==> src/rtl/mem_pkg.sv <==
// +--------------------------------------------------------------------------+
// | mem_pkg : size, fault and state encodings for mem_access_unit | rev 1.0  |
// +--------------------------------------------------------------------------+
`default_nettype none

package mem_pkg;

  localparam logic [1:0] SZ_B = 2'd0;
  localparam logic [1:0] SZ_H = 2'd1;
  localparam logic [1:0] SZ_W = 2'd2;
  localparam logic [1:0] SZ_D = 2'd3;

  localparam logic [1:0] FLT_NONE     = 2'd0;
  localparam logic [1:0] FLT_MISALIGN = 2'd1;
  localparam logic [1:0] FLT_ACCESS   = 2'd2;

  typedef enum logic [1:0] {
    ST_IDLE  = 2'd0,
    ST_READ  = 2'd1,
    ST_WRITE = 2'd2,
    ST_RESP  = 2'd3
  } state_e;

  function automatic logic [63:0] size_mask(input logic [1:0] size);
    case (size)
      SZ_B:    return 64'h0000_0000_0000_00FF;
      SZ_H:    return 64'h0000_0000_0000_FFFF;
      SZ_W:    return 64'h0000_0000_FFFF_FFFF;
      default: return 64'hFFFF_FFFF_FFFF_FFFF;
    endcase
  endfunction

  // Low address bits that must be zero for a naturally aligned access.
  function automatic logic [2:0] align_mask(input logic [1:0] size);
    case (size)
      SZ_B:    return 3'b000;
      SZ_H:    return 3'b001;
      SZ_W:    return 3'b011;
      default: return 3'b111;
    endcase
  endfunction

endpackage

`default_nettype wire

==> src/rtl/mem_lane.sv <==
// +--------------------------------------------------------------------------+
// | mem_lane : cell lane extraction/extension and store merge | rev 1.0      |
// +--------------------------------------------------------------------------+
`default_nettype none

module mem_lane
  import mem_pkg::*;
(
  input  logic [63:0] cell_i,
  input  logic [2:0]  offset_i,
  input  logic [1:0]  size_i,
  input  logic        unsigned_i,
  input  logic [63:0] wdata_i,
  output logic [63:0] load_o,
  output logic [63:0] merged_o
);

  logic [5:0]  shamt;
  logic [63:0] lane;
  logic [63:0] mask;

  assign shamt = {offset_i, 3'b000};

  always_comb begin
    mask = size_mask(size_i);
    lane = cell_i >> shamt;
    case (size_i)
      SZ_B:    load_o = unsigned_i ? {56'b0, lane[7:0]}  : {{56{lane[7]}},  lane[7:0]};
      SZ_H:    load_o = unsigned_i ? {48'b0, lane[15:0]} : {{48{lane[15]}}, lane[15:0]};
      SZ_W:    load_o = unsigned_i ? {32'b0, lane[31:0]} : {{32{lane[31]}}, lane[31:0]};
      default: load_o = lane;
    endcase
    merged_o = (cell_i & ~(mask << shamt)) | ((wdata_i & mask) << shamt);
  end

endmodule

`default_nettype wire

==> src/rtl/mem_access_unit.sv <==
// +--------------------------------------------------------------------------+
// | mem_access_unit : aligned load/store front end with RMW to 64b RAM | r1.0 |
// +--------------------------------------------------------------------------+
`default_nettype none

module mem_access_unit
  import mem_pkg::*;
#(
  parameter int RAM_WIDTH = 12,
  parameter int BUS_WIDTH = 3
) (
  input  logic        clk,
  input  logic        rst_n,
  input  logic        req_valid,
  output logic        req_ready,
  input  logic        req_we,
  input  logic [1:0]  req_size,
  input  logic        req_unsigned,
  input  logic [63:0] req_addr,
  input  logic [63:0] req_wdata,
  output logic        rsp_valid,
  input  logic        rsp_ready,
  output logic [63:0] rsp_rdata,
  output logic [1:0]  rsp_fault,
  output logic        ram_rw,
  output logic [63:0] ram_addr,
  output logic [63:0] ram_write,
  input  logic [63:0] ram_read,
  input  logic        ram_exception
);

  state_e      state_q;
  logic        we_q;
  logic        uns_q;
  logic [1:0]  size_q;
  logic [63:0] addr_q;
  logic [63:0] wdata_q;
  logic [63:0] merged_q;
  logic [63:0] rdata_q;
  logic [1:0]  fault_q;

  logic [63:0] lane_load;
  logic [63:0] lane_merged;
  logic        out_of_range;
  logic        access_err;

  mem_lane u_lane (
    .cell_i     (ram_read),
    .offset_i   (addr_q[2:0]),
    .size_i     (size_q),
    .unsigned_i (uns_q),
    .wdata_i    (wdata_q),
    .load_o     (lane_load),
    .merged_o   (lane_merged)
  );

  // Mirrors the RAM's own range check so a mis-wired exception still faults.
  assign out_of_range = |addr_q[63:RAM_WIDTH];
  assign access_err   = ram_exception | out_of_range;

  assign req_ready = rst_n && (state_q == ST_IDLE);
  assign rsp_valid = (state_q == ST_RESP);
  assign rsp_rdata = rdata_q;
  assign rsp_fault = fault_q;
  // Gated by rst_n so a reset landing in the write cycle cannot commit a cell.
  assign ram_rw    = rst_n && (state_q == ST_WRITE);
  assign ram_write = ram_rw ? merged_q : 64'd0;
  assign ram_addr  = {addr_q[63:BUS_WIDTH], {BUS_WIDTH{1'b0}}};

  always_ff @(posedge clk) begin
    if (!rst_n) begin
      state_q  <= ST_IDLE;
      we_q     <= 1'b0;
      uns_q    <= 1'b0;
      size_q   <= SZ_B;
      addr_q   <= 64'd0;
      wdata_q  <= 64'd0;
      merged_q <= 64'd0;
      rdata_q  <= 64'd0;
      fault_q  <= FLT_NONE;
    end else begin
      case (state_q)
        ST_IDLE: begin
          if (req_valid) begin
            we_q    <= req_we;
            uns_q   <= req_unsigned;
            size_q  <= req_size;
            addr_q  <= req_addr;
            wdata_q <= req_wdata;
            rdata_q <= 64'd0;
            fault_q <= FLT_NONE;
            if ((req_addr[2:0] & align_mask(req_size)) != 3'b000) begin
              fault_q <= FLT_MISALIGN;
              state_q <= ST_RESP;
            end else if (req_we && (req_size == SZ_D)) begin
              merged_q <= req_wdata;
              state_q  <= ST_WRITE;
            end else begin
              state_q <= ST_READ;
            end
          end
        end
        ST_READ: begin
          if (access_err) begin
            fault_q <= FLT_ACCESS;
            state_q <= ST_RESP;
          end else if (we_q) begin
            merged_q <= lane_merged;
            state_q  <= ST_WRITE;
          end else begin
            rdata_q <= lane_load;
            state_q <= ST_RESP;
          end
        end
        ST_WRITE: begin
          if (access_err) begin
            fault_q <= FLT_ACCESS;
          end
          state_q <= ST_RESP;
        end
        ST_RESP: begin
          if (rsp_ready) begin
            state_q <= ST_IDLE;
          end
        end
        default: state_q <= ST_IDLE;
      endcase
    end
  end

endmodule

`default_nettype wire

==> config.mk <==
export PLATFORM = sky130hd
export DESIGN_NAME = mem_access_unit
export DESIGN_NICKNAME = d
export VERILOG_FILES = /design/src/rtl/mem_pkg.sv /design/src/rtl/mem_lane.sv /design/src/rtl/mem_access_unit.sv
export SDC_FILE = /design/constraint.sdc
export NUM_CORES = 1
export LEC_CHECK = 0
export CORE_UTILIZATION = 45
export DETAILED_ROUTE_END_ITERATION = 12
export GPL_ROUTABILITY_DRIVEN = 0
export PLACE_DENSITY = 0.77
export RECOVER_POWER = 25
export SYNTH_ARGS = -nofsm -noshare
export SYNTH_HDL_FRONTEND = slang
export SYNTH_HIERARCHICAL = 1
export SYNTH_SLANG_ARGS = --single-unit
==> constraint.sdc <==
create_clock -name clk -period 2.1 [get_ports clk]
set_input_delay 0.21 -clock clk [delete_from_list [all_inputs] [get_ports clk]]
set_output_delay 0.21 -clock clk [all_outputs]
set_load 0.005 [all_outputs]
==> flow_summary_export.csv <==
group,metric,value,unit
route,via_per_inst,6.25,
sta,whs,0.167,ns
global_routing,first_global_vias,16900,
logic_synthesis,ys_warn_count,6,
sta,grt_setup_unrepaired,"yes",
logic_synthesis,synth_edf_count,0,
pwr,leakagePower,9.16,nW
pwr,netSwitchingPower,10.7,mW
route,dr.pass1.iters,8,
critical_path,slowest_delay,0.44,ns
sta,worstMarginPinSlew,1.14,ns
route,antenna_left,0,
route,routedWlPerCell,24.7,µm
pwr,p_int,16.0,mW
logic_synthesis,synth_area,16000,µm²
logic_synthesis,ys_types,61,
sta,max_freq,420,MHz
critical_path,critPathSlowestCell,"a21oi_1",
clocking,cts_tree,"yes",
sta,fin_ws,-0.279,ns
logic_synthesis,ys_ff_latch,264,
sta,fin_crit,2.38,ns
clocking,clk_latency,0.59,ns
pwr,comb_power_share,0.520,
pwr,total_power,26.7,mW
critical_path,r2r.worst_path.cells,8,
logic_synthesis,yosysTopAreaCell,"dfxtp_1",
logic_synthesis,ys_seq_area_frac,0.330,
route,wl_met1,24900,µm
logic_synthesis,synth_area_leaders,"dfxtp_1 33%, nand2_1 8.7%, mux2i_1 8.1%",
logic_synthesis,avgSynthCellArea,8.60,µm²
floorplanning,rows,68,
place,pre_cts_ws,-0.256,ns
route,drc,0,
floorplanning,die_area,36400,µm²
global_routing,antenna_found_initial,7,
clocking,clkSlewWorstSetupHoldPaths,0.06,ns
critical_path,arrival,2.83,ns
logic_synthesis,synthFlopType,"dfxtp_1",
route,wl_met2,30100,µm
clocking,clockBufferDepth,3,
sta,setup_viol,140,
pwr,pwr-share-seq,0.267,
pwr,switching_share,0.401,
critical_path,crit_chain,"buf_12 > o21ai_0 > o21ai_1 > buf_4 > a21oi_1 > o221ai_1 > mux2i_1 > a211oi_2",
place,io_buffers,394,
route,wl_met3,8270,µm
final_layout,fin_nets,2493,
floorplanning,initial_core_util,0.461,
global_routing,grt_max_degree,136,
global_routing,grt_pass1_wl,100000,µm
worst_hold_path,hold_class,"in2reg",
route,drt_iter0_markers,2404,
clocking,clock_sinks,264,
critical_path,reg2reg_to,"merged_q[57]$_SDFFE_PN0P_",
logic_synthesis,yosysTopAreaCellShare,0.330,
logic_synthesis,async_flop_share,0,
critical_path,crit_family,"compound AO/OA/AOI/OAI gates",
clocking,cts_hold_buf,0,
place,placedCellCount,2662,
final_layout,final_cells,2769,
floorplanning,fp.dieH,191,µm
place,dpl.hpwl,45900,µm
logic_synthesis,syn-instance-count,1864,
pwr,clkPwrFrac,0.213,
critical_path,crit_required,2.55,ns
sta,timing.slew.headroom,0.233,
sta,fin_crit_sh,1.13,
worst_hold_path,hold_path_startpoint,"req_addr[4]",
final_layout,synthToLayoutAreaGrowth,43.5,%
route,wl,68400,µm
critical_path,r2r_start,"size_q[0]$_SDFFE_PN0P_",
worst_hold_path,holdPathEnd,"addr_q[4]$_SDFFE_PN0P_",
sta,finalClockSkew,0.0131,ns
critical_path,end_kind,"flip-flop",
critical_path,path_buf_inv,2,
critical_path,setup.worst_path.start_class,"flip-flop",
global_routing,grt_use_total,0.360,
run,maxCapViolCount,0,
critical_path,crit_fanout,19,
global_routing,grt-ovfl-total,0,
pwr,vdd.ir_drop.worst,1.14,mV
floorplanning,die_w,191,µm
run_status,status,"finished with violations",
final_layout,mostFrequentLayoutCell,"nand2_1",
critical_path,r2r_slack,-0.28,ns
sta,fin_tns_setup,-19.05,ns
clocking,h-tree-depth,1,
clocking,root_buffer,"clkbuf_16",
floorplanning,core,34800,µm²
route,vias,17300,
critical_path,crit_type,"reg2reg",
worst_hold_path,hold_depth,3,
final_layout,final_cell_mix,"370 x nand2_1, 256 x dfxtp_1, 253 x clkdlybuf4s50_1, 190 x a21oi_1, 177 x buf_4",
sta,hold_violations,0,
run_status,violations,"setup timing",
floorplanning,io_pins,398,
clocking,cts_buffers,29,
sta,drv_slew,0,
route,top_layer,"met5",
pwr,powerDensity,1160,nW/µm²
final_layout,drive_above_1_share,0.255,
==> cells by family after synthesis <==
kind of cell    after synthesis  share of synthesized area
compound gates              554                      0.244
mux                         192                      0.135
buf+inv                     268                      0.111
fa+ha+maj                     4                    0.00312
simple gates                581                      0.177
other cells                   1                   0.000234
flops                       264                      0.330
==> metal layers <==
metal,vias to the layer above,global-route usage
met5,-,0
met4,6,0.225
met3,342,0.102
met2,1283,0.570
met1,8113,0.428
li1,7555,-
==> power by group through the flow <==
stage	sequential [mW]	combinational, mW	clock, mW
CTS	6.99	13.4	5.65
finish	7.13	13.9	5.68
global route	7.21	14.5	5.90
floorplan	6.69	7.62	0
detailed placement	6.98	10.5	0
global placement	6.97	10.2	0
==> per-stage QoR <==
step / cell area, µm² / util
final: 23000 / 0.661
after global routing: 23000 / 0.661
after CTS: 22900 / 0.659
after detailed placement: 20700 / 0.595
after global placement: 20700 / 0.595
after floorplan: 16000 / -
==> synthesized netlist by cell type, types with 24 or more instances <==
cell / n
a211oi_2: 60
a21oi_1: 219
a22o_1: 82
a22oi_1: 41
and3_1: 64
buf_2: 34
buf_4: 67
clkbuf_1: 93
dfxtp_1: 264
mux2_2: 47
mux2i_1: 130
nand2_1: 371
nand4_2: 24
nor2_1: 33
o21ai_0: 68
==> registers in the layout, summed over array words and instances (netlist names) <==
| signal | cells |
|---|---|
| addr_q | 64 |
| merged_q | 64 |
| rsp_rdata | 64 |
| wdata_q | 64 |
| rsp_fault | 2 |
| size_q | 2 |
| state_q | 2 |
| uns_q | 1 |
| we_q | 1 |
==> how the worst max path moves through the flow <==
| stage | cells past startpoint | from | to | slack [ns] |
|---|---|---|---|---|
| after global placement | 9 | size_q[0]$_SDFFE_PN0P_ | merged_q[40]$_SDFFE_PN0P_ | -0.22 |
| after detailed placement | 7 | ram_read[7] | rsp_rdata[8]$_SDFFE_PN0P_ | -0.26 |
| after CTS | 11 | addr_q[16]$_SDFFE_PN0P_ | merged_q[61]$_SDFFE_PN0P_ | -0.22 |
| after floorplan | 9 | addr_q[0]$_SDFFE_PN0P_ | merged_q[48]$_SDFFE_PN0P_ | 0.03 |
| final | 8 | size_q[0]$_SDFFE_PN0P_ | merged_q[57]$_SDFFE_PN0P_ | -0.28 |
| after global routing | 9 | addr_q[60]$_SDFFE_PN0P_ | rsp_rdata[58]$_SDFFE_PN0P_ | -0.30 |
==> worst reg2reg max path: cells and delay by family (launching register included) <==
family,cells,cell delay (ns)
flip-flops,1,0.40
AO/OA/AOI/OAI,5,1.14
multiplexers,1,0.35
buffers and inverters,2,0.37
==> repair_timing <==
action,CTS,global route
buffers inserted,30,9
endpoints found under the hold margin,0,0
gates resized for setup,177,166
setup endpoints to repair,194,184
pin swaps,57,35
gates cloned,22,7
==> cell type report <==
cell class	count	area, µm²
Fill cell	2715	11800
Multi-Input combinational cell	1334	9490
Timing Repair Buffer	641	6500
Sequential cell	264	5300
Clock buffer	37	817
Tap cell	455	569
Clock inverter	17	244
Inverter	18	75.1
Antenna cell	3	7.51
Note: power is estimated with default switching activity, not from simulation.
